`src/rtl/uart_hamming_pkg.sv`:
```
// Shared widths and assembler state encoding for the Hamming-decoded UART receive path.
package uart_hamming_pkg;
  localparam int NIBBLE_W   = 4;
  localparam int BYTE_W     = 8;
  localparam int SYNDROME_W = 3;

  typedef enum logic {
    WAIT_LO = 1'b0,
    WAIT_HI = 1'b1
  } asm_state_e;
endpackage

```
`src/rtl/byte_fifo.sv`:
```
// First-word fall-through FIFO of assembled bytes; each entry is {corrected flag, byte}.
module byte_fifo
  import uart_hamming_pkg::*;
#(
  parameter int FIFO_DEPTH = 4,
  parameter int ENTRY_W    = BYTE_W + 1,
  parameter int LVL_W      = $clog2(FIFO_DEPTH + 1)
) (
  input  logic               clk,
  input  logic               rst_n,
  input  logic               push,
  input  logic [ENTRY_W-1:0] push_data,
  input  logic               pop,
  output logic [ENTRY_W-1:0] head,
  output logic [LVL_W-1:0]   level,
  output logic               drop
);
  localparam int PTR_W = (FIFO_DEPTH > 1) ? $clog2(FIFO_DEPTH) : 1;

  logic [ENTRY_W-1:0] mem_q [FIFO_DEPTH];
  logic [ENTRY_W-1:0] mem_d [FIFO_DEPTH];
  logic [PTR_W-1:0]   wr_ptr_q, wr_ptr_d;
  logic [PTR_W-1:0]   rd_ptr_q, rd_ptr_d;
  logic [LVL_W-1:0]   level_q, level_d;
  logic               empty, full, pop_ok, push_ok;

  always_comb begin
    empty   = (level_q == '0);
    full    = (level_q == LVL_W'(FIFO_DEPTH));
    pop_ok  = pop && !empty;
    // A full FIFO still accepts a push when the head leaves in the same cycle.
    push_ok = push && (!full || pop_ok);
    drop    = push && !push_ok;

    mem_d    = mem_q;
    wr_ptr_d = wr_ptr_q;
    rd_ptr_d = rd_ptr_q;
    level_d  = level_q;

    if (push_ok) begin
      mem_d[wr_ptr_q] = push_data;
      wr_ptr_d        = wr_ptr_q + 1'b1;
    end
    if (pop_ok) begin
      rd_ptr_d = rd_ptr_q + 1'b1;
    end
    case ({push_ok, pop_ok})
      2'b10:   level_d = level_q + 1'b1;
      2'b01:   level_d = level_q - 1'b1;
      default: level_d = level_q;
    endcase

    head  = empty ? '0 : mem_q[rd_ptr_q];
    level = level_q;
  end

  always_ff @(posedge clk or negedge rst_n) begin
    if (!rst_n) begin
      for (int i = 0; i < FIFO_DEPTH; i++) begin
        mem_q[i] <= '0;
      end
      wr_ptr_q <= '0;
      rd_ptr_q <= '0;
      level_q  <= '0;
    end else begin
      mem_q    <= mem_d;
      wr_ptr_q <= wr_ptr_d;
      rd_ptr_q <= rd_ptr_d;
      level_q  <= level_d;
    end
  end
endmodule

```
`src/rtl/rx_byte_assembler.sv`:
```
// Pairs decoded nibbles (low first) into bytes, tracks corrections, abandons stale halves.
//   state   | meaning
//   WAIT_LO | idle, next nibble is the low half of a byte
//   WAIT_HI | low half held, waiting for high half; idle timer running
module rx_byte_assembler
  import uart_hamming_pkg::*;
#(
  parameter int FIFO_DEPTH     = 4,
  parameter int TIMEOUT_CYCLES = 1023
) (
  input  logic                               clk,
  input  logic                               rst_n,
  input  logic                               nib_valid,
  input  logic [NIBBLE_W-1:0]                nib_data,
  input  logic [SYNDROME_W-1:0]              nib_syndrome,
  input  logic                               byte_pop,
  output logic                               byte_ready,
  output logic [BYTE_W-1:0]                  byte_data,
  output logic                               byte_corrected,
  output logic [$clog2(FIFO_DEPTH+1)-1:0]    fifo_level,
  output logic                               overflow,
  output logic                               timeout,
  output logic [7:0]                         err_count
);
  localparam int LVL_W = $clog2(FIFO_DEPTH + 1);
  localparam int TMR_W = (TIMEOUT_CYCLES > 1) ? $clog2(TIMEOUT_CYCLES + 1) : 1;
  localparam logic [TMR_W-1:0] TMR_LAST = TMR_W'(TIMEOUT_CYCLES - 1);

  asm_state_e          state_q, state_d;
  logic [TMR_W-1:0]    timer_q, timer_d;
  logic [NIBBLE_W-1:0] lo_q, lo_d;
  logic                corr_q, corr_d;
  logic                timeout_q, timeout_d;
  logic                overflow_q, overflow_d;
  logic [7:0]          err_q, err_d;
  logic                nib_err, push, drop;
  logic [BYTE_W:0]     push_data, head;
  logic [LVL_W-1:0]    level;

  always_comb begin
    nib_err   = (nib_syndrome != '0);
    state_d   = state_q;
    timer_d   = timer_q;
    lo_d      = lo_q;
    corr_d    = corr_q;
    timeout_d = 1'b0;
    push      = 1'b0;
    push_data = {corr_q | nib_err, nib_data, lo_q};
    err_d     = err_q;

    // Counts every corrected nibble, even ones later dropped or abandoned.
    if (nib_valid && nib_err && (err_q != 8'hFF)) begin
      err_d = err_q + 8'd1;
    end

    case (state_q)
      WAIT_LO: begin
        if (nib_valid) begin
          lo_d    = nib_data;
          corr_d  = nib_err;
          timer_d = '0;
          state_d = WAIT_HI;
        end
      end
      WAIT_HI: begin
        if (nib_valid) begin
          push    = 1'b1;
          state_d = WAIT_LO;
        end else if (timer_q == TMR_LAST) begin
          timeout_d = 1'b1;
          timer_d   = '0;
          state_d   = WAIT_LO;
        end else begin
          timer_d = timer_q + 1'b1;
        end
      end
      default: state_d = WAIT_LO;
    endcase

    overflow_d = overflow_q | drop;
  end

  always_ff @(posedge clk or negedge rst_n) begin
    if (!rst_n) begin
      state_q    <= WAIT_LO;
      timer_q    <= '0;
      lo_q       <= '0;
      corr_q     <= 1'b0;
      timeout_q  <= 1'b0;
      overflow_q <= 1'b0;
      err_q      <= '0;
    end else begin
      state_q    <= state_d;
      timer_q    <= timer_d;
      lo_q       <= lo_d;
      corr_q     <= corr_d;
      timeout_q  <= timeout_d;
      overflow_q <= overflow_d;
      err_q      <= err_d;
    end
  end

  byte_fifo #(
    .FIFO_DEPTH (FIFO_DEPTH)
  ) u_fifo (
    .clk       (clk),
    .rst_n     (rst_n),
    .push      (push),
    .push_data (push_data),
    .pop       (byte_pop),
    .head      (head),
    .level     (level),
    .drop      (drop)
  );

  assign byte_ready     = (level != '0);
  assign byte_data      = head[BYTE_W-1:0];
  assign byte_corrected = head[BYTE_W];
  assign fifo_level     = level;
  assign overflow       = overflow_q;
  assign timeout        = timeout_q;
  assign err_count      = err_q;
endmodule

```
`config.mk`:
```
export PLATFORM = sky130hd
export DESIGN_NAME = rx_byte_assembler
export DESIGN_NICKNAME = d
export VERILOG_FILES = /design/src/rtl/uart_hamming_pkg.sv /design/src/rtl/byte_fifo.sv /design/src/rtl/rx_byte_assembler.sv
export SDC_FILE = /design/constraint.sdc
export NUM_CORES = 1
export LEC_CHECK = 0
export BUFFER_PORTS_ARGS = -buffer_cell sky130_fd_sc_hd__buf_2
export CAP_MARGIN = 25
export CORE_ASPECT_RATIO = 0.5
export CORE_MARGIN = 1.5
export CORE_UTILIZATION = 45
export CTS_CLUSTER_DIAMETER = 200
export DETAILED_ROUTE_END_ITERATION = 12
export SLEW_MARGIN = 20
export SYNTH_ARGS = -nofsm -noshare
export SYNTH_HDL_FRONTEND = slang
export SYNTH_SLANG_ARGS = --single-unit
export TNS_END_PERCENT = 30
```
`constraint.sdc`:
```
create_clock -name clk -period 3.31 [get_ports clk]
set_clock_uncertainty 0.05 [all_clocks]
set_input_delay 0.1655 -clock clk [delete_from_list [all_inputs] [get_ports clk]]
set_output_delay 0.1655 -clock clk [all_outputs]
set_load 0.02 [all_outputs]
```
==> flow_metrics.py <==
metrics = {
    "run_status": {
        "outcome": "completed",
    },
    "finish": {
        "area_delta_synth_final_pct": 17.5,
        "n_antenna_cell": 0,
        "instances_no_fill": 385,
        "nNetsFinal": 310,
        "drive_gt1_frac": 0.358,
    },
    "sta": {
        "rsz0062_at_grt": "no",
        "fmax_mhz": 391,
        "post-route-min-period_ns": 2.56,
        "relSlewSlack": 0.546,
        "drv_slew": 0,
        "hold_viol": 0,
        "tns_ns": 0,
        "fin_crit_sh": 0.773,
        "setup_violations": 0,
        "worst_pin_slew_ns": 0.682,
    },
    "clock_tree": {
        "clkSinkCount": 69,
        "insertion_delay_ns": 0.33,
        "post_cts_resized": 0,
        "cts.clk_slew.worst_paths_ns": 0.05,
        "cts_hold_buf": 1,
        "cts_setup_buffers": 0,
        "cts_tree": "built",
        "cts_buffer_depth": 2,
        "cts_buffers": 9,
        "clock_tree.root_cell": "clkbuf_16",
        "h-tree-depth": 3,
    },
    "yosys": {
        "synth.most_common_cell": "dfrtp_1",
        "yosysWarnings": 0,
        "syn_nets": 270,
        "syn-mean-instance-area_um2": 13.4,
        "ys_types": 42,
        "synth_ff_type": "dfrtp_1",
        "yosysSeqAreaShare": 0.521,
        "yosys.area.top_type": "dfrtp_1",
        "ys_ff_latch": 69,
        "synth_edf_count": 0,
        "synth_top_area_frac": 0.521,
        "syn_area_um2": 3310,
        "synth_cells": 248,
        "yosys-top-cells-count": "69 x dfrtp_1, 29 x mux2_2, 16 x nand2_1, 12 x nor2_1",
        "ys_top_cells_by_area": "dfrtp_1 52%, mux2_2 9.9%, mux4_2 6.1%",
        "ys_async_sr_fraction": 1.00,
    },
    "global_routing": {
        "grt_pass1_vias": 2107,
        "grtUsageTotal": 0.174,
        "grt_max_degree": 49,
        "antenna_found_initial": 0,
        "overflow": 0,
        "grt_pass1_wl_um": 10400,
    },
    "floorplan": {
        "die_area_um2": 7920,
        "die_x_um": 124,
        "initial_utilization": 0.479,
        "io_pins": 34,
        "core-area_um2": 6910,
        "rows": 21,
        "die_h_um": 63.7,
    },
    "pwr": {
        "report.power.total_mw": 4.07,
        "powerDensity_nw_per_um2": 1050,
        "vdd_ir_drop_max_uv": 400,
        "p_leak_nw": 1.77,
    },
    "setup_path": {
        "cp_max_fo": 6,
        "required_ns": 3.51,
        "crit_slowest_cell": "or4b_4",
        "end_kind": "flip-flop",
        "path_cells": "or4b_4 -> and2_2 -> inv_1 -> ha_1 -> inv_1 -> fa_1 -> xor2_1 -> nor2_1 -> xor2_1",
        "critical_path.max_stage_delay_ns": 0.63,
        "startpoint_type": "flip-flop",
        "r2r_start": "u_fifo.level[0]",
        "worstSetupPathType": "reg2reg",
        "crit_buf_inv": 2,
        "crit_arrival_ns": 2.75,
        "cp-startpoint": "u_fifo.level[0]",
        "cpLargestDelayFamily": "simple AND/OR/NAND/NOR gates",
    },
    "drt": {
        "finalWirelength_um": 5950,
        "viasPerCell": 5.20,
        "vias": 2002,
        "first_pass_iters": 4,
        "antenna_left": 0,
        "drt_iter0_drc": 75,
        "drc_errors": 0,
        "routedWlPerCell_um": 15.4,
    },
    "run": {
        "maxCapViolCount": 0,
    },
    "worst_hold_path": {
        "worstHoldStart": "nib_valid",
        "hold_class": "in2reg",
    },
    "place": {
        "gp_congestion": 0.754,
        "hpwl_um": 4020,
        "dp_cells": 368,
        "port_buffers": 33,
    },
}
==> worst reg2reg max path: stages, from the launching register on <==
cell	delay, ns
dfrtp_1	0.43
or4b_4	0.63
and2_2	0.27
inv_1	0.06
ha_1	0.17
inv_1	0.06
fa_1	0.38
xor2_1	0.15
nor2_1	0.11
xor2_1	0.17
==> state kept, by name, indices dropped and copies added, names as in the netlist <==
register	count
corr_q	1
timeout	1
timer_q	10
u_fifo.wr_ptr_q	2
state_q	1
lo_q	4
u_fifo.mem_q	36
err_count	8
u_fifo.rd_ptr_q	2
overflow	1
u_fifo.level	3
==> per-stage QoR <==
step           instance area, um^2  hold slack, ns  utilization  worst slack (ns)
3_5_place_dp                  3570           0.109        0.517             0.767
2_1_floorplan                 3310          -0.180            -             0.793
3_3_place_gp                  3570          0.0945        0.517             0.864
4_1_cts                       3890          0.0448        0.563             0.740
5_1_grt                       3890          0.0396        0.563             0.609
6_report                      3890          0.0453        0.563             0.751
==> per-layer routing <==
metal	share of wire	wire [um]	global-route usage
met1	0.47	2770	0.214
met2	0.49	2890	0.283
met3	0.037	220	0.0654
met4	0.011	65	0.0603
met5	0	0	0
==> cell type report <==
type	instances	area (um^2)
clock buffers	13	270
repair buffers	35	183
inverters	10	37.5
fillers	580	3020
multi-input cells	163	1520
flip-flops and latches	69	1730
well taps	92	115
clock inverters	3	42.5
==> logic make-up (layout without fill, tap and decap cells) <==
group           Yosys count  after routing  share of synthesized area
flops                    69             69                      0.521
simple gates             65             65                      0.118
buf+inv                  16             61                     0.0208
compound gates           22             22                     0.0491
xor+xnor                 17             17                     0.0449
mux                      48             48                      0.202
fa+ha+maj                11             11                     0.0438
==> path summary, 6_finish.rpt <==
kind / end / slack [ns] / depth (start not counted)
hold reg to reg: overflow / 0.43 / 1
max in group asynchronous: timer_q[2] / 1.95 / 3
setup / recovery: u_fifo.level[2] / 0.75 / 9
min in group asynchronous: u_fifo.mem_q[19] / 0.29 / 2
hold / removal: timeout / 0.05 / 2
setup reg to reg: u_fifo.level[2] / 0.75 / 9
==> power by group <==
group / switching [mW] / internal, mW / leakage, nW / total, mW
combinational: 0.737 / 0.816 / 0.774 / 1.55
clock: 0.339 / 0.643 / 0.152 / 0.982
sequential: 0.320 / 1.22 / 0.845 / 1.54
total: 1.40 / 2.68 / 1.77 / 4.07
==> cell usage in the layout (no fill, tap or decap), drive strengths merged, types with 2 or more instances in the layout <==
master   count
mux4         9
mux2        37
nand4        2
clkbuf      13
o2bb2a       2
inv         10
o21bai       3
nand3        8
ha          10
mux2i        2
xor2         9
xnor2        8
buf         34
nor2        12
dfrtp       69
o2bb2ai      2
and2        11
o31ai        3
or3          3
nor3         5
o21ai        9
nand2       16
Power figures use the tool's default switching activity.
